## src/rtl/touch_led_mode_controller.sv

```systemverilog
// touch_led_mode_controller: synchronizes and debounces a raw touch input,
// classifies short press / double tap / long press gestures and steps a
// three-mode (OFF / ON / BLINK) LED controller from those gestures.
module touch_led_mode_controller #(
  parameter int unsigned DEBOUNCE_CYCLES   = 50_000,
  parameter int unsigned LONG_PRESS_CYCLES = 50_000_000,
  parameter int unsigned DOUBLE_TAP_CYCLES = 15_000_000,
  parameter int unsigned BLINK_HALF_CYCLES = 12_500_000
) (
  input  logic       system_clock,
  input  logic       system_reset_n,
  input  logic       touch_button,
  output logic       led,
  output logic [1:0] led_mode,
  output logic       short_press,
  output logic       double_tap,
  output logic       long_press
);

  localparam logic [31:0] DEB_LAST   = 32'(DEBOUNCE_CYCLES - 1);
  localparam logic [31:0] LONG_LAST  = 32'(LONG_PRESS_CYCLES - 1);
  localparam logic [31:0] DT_LAST    = 32'(DOUBLE_TAP_CYCLES - 1);
  localparam logic [31:0] BLINK_LAST = 32'(BLINK_HALF_CYCLES - 1);

  typedef enum logic [2:0] {
    G_IDLE,
    G_PRESSED,
    G_LONG_HELD,
    G_WAIT_SECOND,
    G_SECOND_PRESSED
  } gstate_e;

  typedef enum logic [1:0] {
    M_OFF   = 2'd0,
    M_ON    = 2'd1,
    M_BLINK = 2'd2
  } mode_e;

  logic        sync1_q, sync2_q;
  logic        acc_q, acc_d;
  logic [31:0] dcnt_q, dcnt_d;
  logic        pressed_d;

  gstate_e     gst_q;
  logic [31:0] tmr_q;
  logic        short_q, dbl_q, long_q;

  mode_e       mode_q, mode_d;
  logic [31:0] bcnt_q;
  logic        led_q;

  // Two-stage synchronizer; idle level of the pad is 1 (released).
  always_ff @(posedge system_clock or negedge system_reset_n) begin
    if (!system_reset_n) begin
      sync1_q <= 1'b1;
      sync2_q <= 1'b1;
    end else begin
      sync1_q <= touch_button;
      sync2_q <= sync1_q;
    end
  end

  // Debounce next state: accept a new level only after it has differed for the full window.
  always_comb begin
    acc_d  = acc_q;
    dcnt_d = '0;
    if (sync2_q != acc_q) begin
      if (dcnt_q == DEB_LAST) acc_d  = sync2_q;
      else                    dcnt_d = dcnt_q + 32'd1;
    end
  end

  // The gesture FSM looks at the next debounced level so its timing is
  // measured from the very edge at which the debounced level changes.
  assign pressed_d = ~acc_d;

  // Debounce state registers.
  always_ff @(posedge system_clock or negedge system_reset_n) begin
    if (!system_reset_n) begin
      acc_q  <= 1'b1;
      dcnt_q <= '0;
    end else begin
      acc_q  <= acc_d;
      dcnt_q <= dcnt_d;
    end
  end

  // Gesture classifier with registered one-cycle pulses.
  always_ff @(posedge system_clock or negedge system_reset_n) begin
    if (!system_reset_n) begin
      gst_q   <= G_IDLE;
      tmr_q   <= '0;
      short_q <= 1'b0;
      dbl_q   <= 1'b0;
      long_q  <= 1'b0;
    end else begin
      short_q <= 1'b0;
      dbl_q   <= 1'b0;
      long_q  <= 1'b0;
      case (gst_q)
        G_IDLE: begin
          if (pressed_d) begin
            gst_q <= G_PRESSED;
            tmr_q <= '0;
          end
        end
        G_PRESSED: begin
          // Release wins over the long-press threshold on the same cycle.
          if (!pressed_d) begin
            gst_q <= G_WAIT_SECOND;
            tmr_q <= '0;
          end else if (tmr_q == LONG_LAST) begin
            long_q <= 1'b1;
            gst_q  <= G_LONG_HELD;
          end else begin
            tmr_q <= tmr_q + 32'd1;
          end
        end
        G_LONG_HELD: begin
          if (!pressed_d) gst_q <= G_IDLE;
        end
        G_WAIT_SECOND: begin
          if (pressed_d) begin
            gst_q <= G_SECOND_PRESSED;
          end else if (tmr_q == DT_LAST) begin
            short_q <= 1'b1;
            gst_q   <= G_IDLE;
          end else begin
            tmr_q <= tmr_q + 32'd1;
          end
        end
        G_SECOND_PRESSED: begin
          if (!pressed_d) begin
            dbl_q <= 1'b1;
            gst_q <= G_IDLE;
          end
        end
        default: gst_q <= G_IDLE;
      endcase
    end
  end

  // Mode transitions driven by the gesture pulses (never more than one at a time).
  always_comb begin
    mode_d = mode_q;
    if (long_q)       mode_d = M_OFF;
    else if (short_q) mode_d = (mode_q == M_OFF) ? M_ON : M_OFF;
    else if (dbl_q)   mode_d = (mode_q == M_BLINK) ? M_ON : M_BLINK;
  end

  // Mode register, blink timer and LED drive, all updated together.
  always_ff @(posedge system_clock or negedge system_reset_n) begin
    if (!system_reset_n) begin
      mode_q <= M_OFF;
      bcnt_q <= '0;
      led_q  <= 1'b0;
    end else begin
      mode_q <= mode_d;
      if (mode_d == M_BLINK) begin
        if (mode_q != M_BLINK) begin
          bcnt_q <= '0;
          led_q  <= 1'b1;
        end else if (bcnt_q == BLINK_LAST) begin
          bcnt_q <= '0;
          led_q  <= ~led_q;
        end else begin
          bcnt_q <= bcnt_q + 32'd1;
        end
      end else begin
        bcnt_q <= '0;
        led_q  <= (mode_d == M_ON);
      end
    end
  end

  assign led         = led_q;
  assign led_mode    = mode_q;
  assign short_press = short_q;
  assign double_tap  = dbl_q;
  assign long_press  = long_q;

endmodule

```

## config.mk

```make
export PLATFORM = sky130hd
export DESIGN_NAME = touch_led_mode_controller
export DESIGN_NICKNAME = d
export VERILOG_FILES = /design/src/rtl/touch_led_mode_controller.sv
export SDC_FILE = /design/constraint.sdc
export NUM_CORES = 1
export LEC_CHECK = 0
export CAP_MARGIN = 20
export CORE_MARGIN = 2
export CORE_UTILIZATION = 55
export CTS_CLUSTER_SIZE = 24
export DETAILED_ROUTE_END_ITERATION = 16
export PLACE_DENSITY = 0.81
export SLEW_MARGIN = 20
export SYNTH_ARGS = -nofsm -noshare
export SYNTH_HDL_FRONTEND = slang
export SYNTH_SLANG_ARGS = --single-unit
```

## constraint.sdc

```tcl
create_clock -name system_clock -period 4.19 [get_ports system_clock]
set_clock_uncertainty 0.1 [all_clocks]
set_input_delay 1.257 -clock system_clock [delete_from_list [all_inputs] [get_ports system_clock]]
set_output_delay 1.257 -clock system_clock [all_outputs]
set_load 0.05 [all_outputs]
```

==> impl_metrics.csv <==
group,metric,value,unit
timing,max_freq,0.312,GHz
power_and_ir_drop,p_per_area,270,nW/um2
yosys,synth_top_cell_area_share,0.445,
critical_path,arrival,3.41,ns
clock_network,cts_resized,0,
routing,routed_wl,11800,um
global_route,grt_use_total,0.224,
placed_design,post-place-cells,735,
clock_network,root_buffer,"clkbuf_8",
clock_network,cts_tree,"built",
yosys,syn_inst,610,
yosys,synth_common_cells,"dfrtp_1 (105), nor2_1 (89), nand2_1 (48), nand3_1 (48)",
floorplan,die_x,108,um
timing,slew_violations,0,
routing,vias_per_cell,6.09,
layout,layoutNonFillerInstCount,751,
global_route,grt_pass1_wl,20900,um
critical_path,r2r_setup_slack,0.99,ns
routing,wire_per_inst,15.7,um
yosys,avgSynthCellArea,9.68,um2
routing,vias,4573,
timing,timing.slew.headroom,0.258,
routing,drt_iter0_drc,378,
clock_network,post_cts_buffers,0,
timing,hold_ws,0.261,ns
critical_path,critPathSlowestCell,"or4_4",
critical_path,crit_buf_inv,1,
layout,drive_gt1_frac,0.0992,
global_route,grt_max_degree,78,
floorplan,coreArea,10400,um2
global_route,grt_overflow,0,
clock_network,worstSkewPairLatency,0.39,ns
floorplan,start_util,0.569,
critical_path,rr_worst_depth,8,
routing,drc,0,
min_path,hold_path.class,"flop to flop",
global_route,grt_pass1_vias,4453,
placed_design,routabilityCongestion,0.856,
min_path,whs_endpoint,"sync2_q",
yosys,synth-edff-count,0,
yosys,syn_area,5910,um2
critical_path,endpoint_kind,"flop",
clock_network,htreeDepth,3,
min_path,min_from,"sync1_q",
yosys,yosys_most_used_dff,"dfrtp_1",
yosys,synth_largest_area_cell,"dfrtp_1",
routing,ant_nets,0,
yosys,synth_nets,616,
clock_network,cts_buffer_depth,2,
critical_path,critPathMaxStageDelay,0.57,ns
yosys,synth_cell_types,57,
run_status,status,"finished clean",
routing,drt-pass1-iter-count,5,
flow_run,drv_cap,0,
timing,setup_tns,0,ns
layout,fin_nets,616,
clock_network,path_clk_slew,0.11,ns
layout,antenna_cells,0,
timing,fin_crit_sh,0.764,
placed_design,placed_area,6050,um2
critical_path,reg2reg_to,"tmr_q[18]",
layout,fin_util,0.601,
timing,hold_viol,0,
yosys,synth-seq-cells,108,
timing,worst_pin_slew,1.11,ns
min_path,holdPathStages,0,
critical_path,critical-path-top-delay-family,"compound AO/OA/AOI/OAI gates",
floorplan,ioPinCount,9,
yosys,yosysMostFrequentCell,"dfrtp_1",
placed_design,numPortBuffers,8,
floorplan,die_h,108,um
layout,fin_area,6230,um2
timing,period_minus_slack,3.20,ns
critical_path,required,4.39,ns
power_and_ir_drop,ir_worst_vdd,264,uV
critical_path,critPathMaxFanout,18,
placed_design,place_hpwl,8150,um
floorplan,num_rows,37,
critical_path,path_class,"flop to flop",
clock_network,hold_buffers,0,
critical_path,path_cells,"or4_4, nor4_4, nand4_1, o2111a_1, o21ai_2, buf_4, o21ai_0, o31ai_4",
global_route,antenna_found_initial,0,
clock_network,cts_buffers,9,
yosys,synthArstFlopShare,1.00,
critical_path,r2r_start,"tmr_q[16]",
layout,syn2layout_area_growth,5.47,%
yosys,yosysSeqAreaShare,0.458,
critical_path,start_kind,"flop",
clock_network,cts_sinks,108,
timing,setup_viol,0,
floorplan,dieArea,11600,um2
timing,grt_setup_unrepaired,"no",
yosys,yosys_warnings,0,
power_and_ir_drop,leakagePower,2.48,nW
yosys,yosys-top-cells-area,"dfrtp_1 (44%), o31ai_4 (6.1%), nor2_1 (5.7%)",
[registers in the layout, indices dropped and copies added, names as in the netlist]
name         count
dcnt_q          32
tmr_q           32
acc_q            1
sync1_q          1
short_press      1
led_mode         2
double_tap       1
bcnt_q          32
sync2_q          1
long_press       1
led              1
gst_q            3
[where the power goes]
group	switching, mW	internal (mW)
registers	0.00330	1.05
clock network	0.375	0.225
logic	0.0267	0.00603
total	0.405	1.28
[stage by stage]
stage               power, mW  setup WS (ns)
floorplan                1.08           1.63
global placement         1.10           1.17
detailed placement       1.10           1.02
CTS                      1.71          0.993
global route             1.76          0.719
finish                   1.68          0.987
[final cells by class]
type	count	area (um2)
clock inverters	7	56.3
fillers	867	4140
well taps	136	170
clock buffers	9	124
inverters	15	56.3
repair buffers	12	108
flip-flops and latches	108	2710
multi-input cells	464	3010
[worst register-to-register path, stage by stage (launching register included)]
cell and delay, ns:
dfrtp_1 0.50, or4_4 0.57, nor4_4 0.19, nand4_1 0.25, o2111a_1 0.32, o21ai_2 0.57
buf_4 0.35, o21ai_0 0.19, o31ai_4 0.09
[routing by layer]
metal | share of wire | vias to the layer above | track usage
li1 | - | 2180 | -
met1 | 0.44 | 2244 | 0.294
met2 | 0.49 | 125 | 0.364
met3 | 0.044 | 24 | 0.0521
met4 | 0.020 | 0 | 0.0806
met5 | 0 | - | 0
[kinds of logic after synthesis]
kind of cell,synth area share
simple gates,0.272
flops,0.458
compound gates,0.149
xor+xnor,0.0786
buf+inv,0.0330
fa+ha+maj,0.00636
mux,0.00254
[cells in the final DEF, fill, tap and decap left out, drive strengths merged, types with 2 or more instances in the layout]
cell / n
buf: 5
dfrtp: 105
nand3: 49
o31ai: 22
nand4: 20
o41ai: 3
or2: 4
or4: 6
xnor2: 21
or3: 10
and4bb: 2
clkbuf: 9
a211o: 2
nor2: 89
nor4b: 2
clkdlybuf4s50: 7
ha: 3
and3: 20
nor4: 15
nand2b: 2
inv: 19
o211ai: 2
dfstp: 3
and4: 7
xor2: 32
and2: 10
nand2: 48
a21oi: 17
o21ai: 41
clkinv: 2
nor3: 16
a31oi: 7
nand3b: 3
[how the worst max path moves through the flow]
| stage | from | to | cells past startpoint |
|---|---|---|---|
| CTS | tmr_q[16] | tmr_q[18] | 8 |
| global route | tmr_q[0] | tmr_q[18] | 9 |
| global placement | dcnt_q[13] | tmr_q[29] | 7 |
| detailed placement | tmr_q[16] | tmr_q[11] | 7 |
| floorplan | dcnt_q[0] | tmr_q[22] | 11 |
| finish | tmr_q[16] | tmr_q[18] | 8 |
No activity file was read; power rests on OpenSTA's default activity.
